$ cat src/rtl/sipo_pkg.sv
// Shared definitions for the serial-in / parallel-out deserializer.
package sipo_pkg;

   // Assembly state: IDLE holds no bits, SHIFT holds 1..WIDTH-1 bits.
   typedef enum logic {
      IDLE  = 1'b0,
      SHIFT = 1'b1
   } sipo_state_e;

   // Legal range for the parallel word width.
   localparam int unsigned WIDTH_MIN = 2;
   localparam int unsigned WIDTH_MAX = 32;

endpackage : sipo_pkg

$ cat src/rtl/sipo_deserializer.sv
// Serial-in / parallel-out deserializer with a one-word holding register,
// valid/ready output handshake, frame resynchronisation and overrun flag.
module sipo_deserializer
   import sipo_pkg::*;
#(
   parameter int unsigned WIDTH     = 4,
   parameter int unsigned MSB_FIRST = 1
) (
   input  logic             clk,
   input  logic             rst,
   input  logic             ser_in,
   input  logic             ser_valid,
   input  logic             frame_start,
   output logic [WIDTH-1:0] par_out,
   output logic             par_valid,
   input  logic             par_ready,
   output logic             busy,
   output logic             overrun
);

   localparam int unsigned CW = $clog2(WIDTH) + 1;
   localparam logic [CW-1:0] LAST_IDX = CW'(WIDTH - 1);

   // Reject illegal widths at elaboration time.
   if (WIDTH < WIDTH_MIN || WIDTH > WIDTH_MAX) begin : g_bad_width
      $error("sipo_deserializer: WIDTH out of range");
   end

   sipo_state_e      state_q, state_d;
   logic [CW-1:0]    count_q, count_d;
   logic [WIDTH-1:0] shift_q, shift_d;
   logic [WIDTH-1:0] par_out_q, par_out_d;
   logic             par_valid_q, par_valid_d;
   logic             overrun_q, overrun_d;
   logic             word_done;
   logic             load_word;
   logic             drop_word;

   // Insert one serial bit; the first bit of a word migrates to the
   // configured end of the word after WIDTH insertions.
   function automatic logic [WIDTH-1:0] shift_in(input logic [WIDTH-1:0] cur,
                                                 input logic             bit_in);
      if (MSB_FIRST != 0)
         return {cur[WIDTH-2:0], bit_in};
      else
         return {bit_in, cur[WIDTH-1:1]};
   endfunction

   // Next-state, counter, shift register and holding-register logic.
   always_comb begin
      state_d     = state_q;
      count_d     = count_q;
      shift_d     = shift_q;
      word_done   = 1'b0;
      load_word   = 1'b0;
      drop_word   = 1'b0;
      par_out_d   = par_out_q;
      par_valid_d = par_valid_q;
      overrun_d   = 1'b0;

      if (frame_start) begin
         // Resync discards partial bits; a coincident bit starts a new word.
         count_d = '0;
         shift_d = '0;
         state_d = IDLE;
         if (ser_valid) begin
            shift_d = shift_in('0, ser_in);
            count_d = CW'(1);
            state_d = SHIFT;
         end
      end else if (ser_valid) begin
         shift_d = shift_in(shift_q, ser_in);
         if (count_q == LAST_IDX) begin
            word_done = 1'b1;
            count_d   = '0;
            state_d   = IDLE;
         end else begin
            count_d = count_q + CW'(1);
            state_d = SHIFT;
         end
      end

      // Holding register: a completed word loads only if the slot is free
      // or being consumed this cycle; otherwise it is dropped.
      load_word = word_done && (!par_valid_q || par_ready);
      drop_word = word_done && par_valid_q && !par_ready;

      if (load_word) begin
         par_out_d   = shift_d;
         par_valid_d = 1'b1;
      end else if (par_valid_q && par_ready) begin
         par_valid_d = 1'b0;
      end

      overrun_d = drop_word;
   end

   // State register.
   always_ff @(posedge clk or negedge rst) begin
      if (!rst) begin
         state_q <= IDLE;
      end else begin
         state_q <= state_d;
      end
   end

   // Datapath registers: bit counter, shift register, output holding stage.
   always_ff @(posedge clk or negedge rst) begin
      if (!rst) begin
         count_q     <= '0;
         shift_q     <= '0;
         par_out_q   <= '0;
         par_valid_q <= 1'b0;
         overrun_q   <= 1'b0;
      end else begin
         count_q     <= count_d;
         shift_q     <= shift_d;
         par_out_q   <= par_out_d;
         par_valid_q <= par_valid_d;
         overrun_q   <= overrun_d;
      end
   end

   // Output mapping.
   always_comb begin
      par_out   = par_out_q;
      par_valid = par_valid_q;
      overrun   = overrun_q;
      busy      = (state_q == SHIFT);
   end

endmodule : sipo_deserializer

$ cat config.mk
export PLATFORM = sky130hd
export DESIGN_NAME = sipo_deserializer
export DESIGN_NICKNAME = d
export VERILOG_FILES = /design/src/rtl/sipo_pkg.sv /design/src/rtl/sipo_deserializer.sv
export SDC_FILE = /design/constraint.sdc
export NUM_CORES = 1
export LEC_CHECK = 0
export ABC_CLOCK_PERIOD_IN_PS = 3200
export BUFFER_PORTS_ARGS = -buffer_cell sky130_fd_sc_hd__buf_4
export CAP_MARGIN = 20
export CORE_MARGIN = 2
export CORE_UTILIZATION = 39
export DETAILED_ROUTE_END_ITERATION = 12
export PLACE_DENSITY = 0.68
export SYNTH_ARGS = -nofsm -noshare
export SYNTH_HDL_FRONTEND = slang
export SYNTH_SLANG_ARGS = --single-unit
export TNS_END_PERCENT = 50
$ cat constraint.sdc
create_clock -name clk -period 3.2 [get_ports clk]
set_input_delay 0.32 -clock clk [delete_from_list [all_inputs] [get_ports clk]]
set_output_delay 0.32 -clock clk [all_outputs]
set_load 0.05 [all_outputs]
==> results.md <==
- GRT Util Overall: between 10% and 20%
- Worst setup margin: between 1.5 and 2 ns
- Post-synth top cells: dfrtp_1 (14), nor2_1 (6), mux2_4 (4), mux2i_1 (3), nand2_1 (3)
- First-pass GRT wire length: 1.78 mm
- Post-route ant nets: 0
- Max-slew headroom: 86.6%
- Fillers: 148
- Clk_skew: 0.000841 ns
- Top_reg_cell synth: dfrtp_1
- Average size of a mapped cell: 12.8 um^2
- WS Path Type: flop to flop
- CTS Buffer Depth: 2
- F_max: 0.735 GHz
- Post-CTS setup buffers: 0
- Placed Instances: 74
- Area leader, netlist: dfrtp_1
- DRT Pass-1 Iters: 3
- Setup WS pre-CTS: ~1.8 ns
- Max stage delay on crit path: 0.40 ns
- Final setup TNS: 0 ns
- Period utilisation layout: a little over two fifths
- Crit path cell chain: ha_1 > and4bb_4 > nand2_4 > mux2_4
- Core ar.: 1470 um^2
- CP Data Arrival Time: between 1.5 and 2 ns
- Setup Viol. Count Final: 0
- Tmin final: approximately 1.4 ns
- Critical R2R Launch: count_q[0]
- Worst-path fanout max: 4
- Worst setup path start: count_q[0]
- Post-synth EDFFs: 0
- Hold WS: about 0.25 ns
- Max-cap violations: 0
- Synth area leaders: dfrtp_1 (58%), mux2_4 (10%), mux2i_1 (5.0%)
- Starting DRT DRC Count: 2
- Worst-Skew Late Latency: 0.28 ns
- Die area: 1870 um^2
- CP endpoint kind: flop
- Buf+Inv Stages, Crit Path: 0
- Asr flop ratio synth: 100%
- Delay-heaviest family, CP: flip-flops
- Clk slew on worst S/H paths: approximately 0.08 ns
- Crit path launch type: flop
- Top cell type's share of synthesized area: 58.3%
- Layout net count: 71
- # DRC: 0
- IO Port Bufs: 12
- Ys Warns: 0
- Row Count: 14
- Synthesis-stage register bit count: 14
- CTS Buf Count: 3
- Routed WL: a little over 1 mm
- Leak Pwr: 0.394 nW
- Clock sinks: 14
- RSZ-0062 raised after global routing: no
- Global placement routability congestion: 0.686
- TritonCTS clock tree: done
- VDD IR max: 0.390 mV
- Post-synth net total: 54
- Starting Density: about two fifths
- HPWL Detailed: 753 um
- # IOs: 13
- Pwr dens: 522 nW/um^2
- Antenna cells: 0
- Status: complete, no violations
- Worst-margin pin slew: 0.199 ns
- FF-to-FF setup slack: roughly 1.8 ns
- H-tree Lvls: 1
- DR vias: 403
- Largest net degree at the start of global routing: 15
- Synth Cell Area: 601 um^2
- Total Power: 391 uW
- Area Overhead vs Synth: 24.8%
- Syn Inst Count: 47
- Vias in the first global route: 422
- Top-count cell post-synth: dfrtp_1
- Worst Hold Class: input pin to flop
- Resize count post-CTS: 0
- Fin. Hold Viols: 0
- Max-slew violation count: 0
- Die H: 43.2 um
- Root Buffer: clkbuf_4
- Critical Path RT: 3.37 ns
- Drt via density: 5.10
- Distinct cell type count after synthesis: 20
- Non-filler cells, final: 79
- Hold path start: frame_start
- Layout cells sized above 1: a little over a third
- Die Span X: 43.2 um
- # hold bufs at CTS: 1
- Seq/Total Area, Yosys: 58.3%
- Routed wire length per instance: 12.8 um
- Slowest cell on the critical path: dfrtp_1
- Gr ovfl total: 0
- Antenna violations before repair: 0
-- final cells by class --
class,instances,area [um^2],area share (%)
sequential,14,350,46.7
multi-input combinational,31,239,31.9
tap,16,20.0,2.67
timing repair buffer,13,100,13.4
clock buffer,4,36.3,4.84
inverter,1,3.75,0.501
-- worst reg2reg max path, cell delays in order (launching register included) --
cell and delay (ns):
dfrtp_1 0.40, ha_1 0.23, and4bb_4 0.22, nand2_4 0.09, mux2_4 0.31
-- stage by stage --
step | instance area (um^2) | util (%)
floorplan | 601 | -
global placement | 703 | 47.8
detailed placement | 703 | 47.8
CTS | 749 | 50.9
global route | 749 | 50.9
finish | 749 | 50.9
-- report_power, final --
group          total, mW  switching [mW]  internal (mW)
Sequential         0.194         0.00614          0.188
Combinational     0.0694          0.0418         0.0276
Clock              0.128          0.0591         0.0693
-- final timing paths --
path,to,cells past startpoint
setup / recovery,par_out[1],4
hold / removal,count_q[1],2
setup reg to reg,par_out[1],4
hold reg to reg,par_out[0],1
max in group asynchronous,count_q[1],2
min in group asynchronous,shift_q[2],2
-- logic make-up (layout without fill, tap and decap cells) --
kind of cell	count (synthesis)	count (layout)	share of synthesized area (%)
compound gates	5	5	4.79
fa+ha+maj	1	1	2.08
buf+inv	2	18	1.87
flops	14	14	58.3
mux	7	7	15.0
simple gates	18	18	17.9
-- layout by cell type, fill, tap and decap left out --
master and count:
buf_4 12, inv_1 1, and4bb_4 1, or2b_2 1, ha_1 1, o21ai_1 1, nand2_4 1, nand2b_1 2
nor2_1 6, nor2b_1 1, dfrtp_1 14, o21ai_0 1, dlygate4sd3_1 1, mux2i_1 3, nand2_1 3, clkbuf_8 1
nand3_1 1, clkbuf_4 3, mux2_4 4, nand3b_1 1, a21oi_1 2, and3_1 1, a22o_1 1
-- sequential cells by signal, summed over array words and instances, names as in the netlist --
| register | cells |
|---|---|
| par_out | 4 |
| shift_q | 4 |
| count_q | 3 |
| busy | 1 |
| overrun | 1 |
| par_valid | 1 |
-- per-layer routing --
| layer | up-vias | global-route usage (%) | wire length (um) |
|---|---|---|---|
| met5 | - | 0 | 0 |
| met4 | 0 | 7.27 | 24 |
| met3 | 2 | 2.55 | 38 |
| met2 | 7 | 22.1 | 527 |
| met1 | 203 | 15.7 | 425 |
| li1 | 191 | - | - |
(Power assumes the default switching activity.)
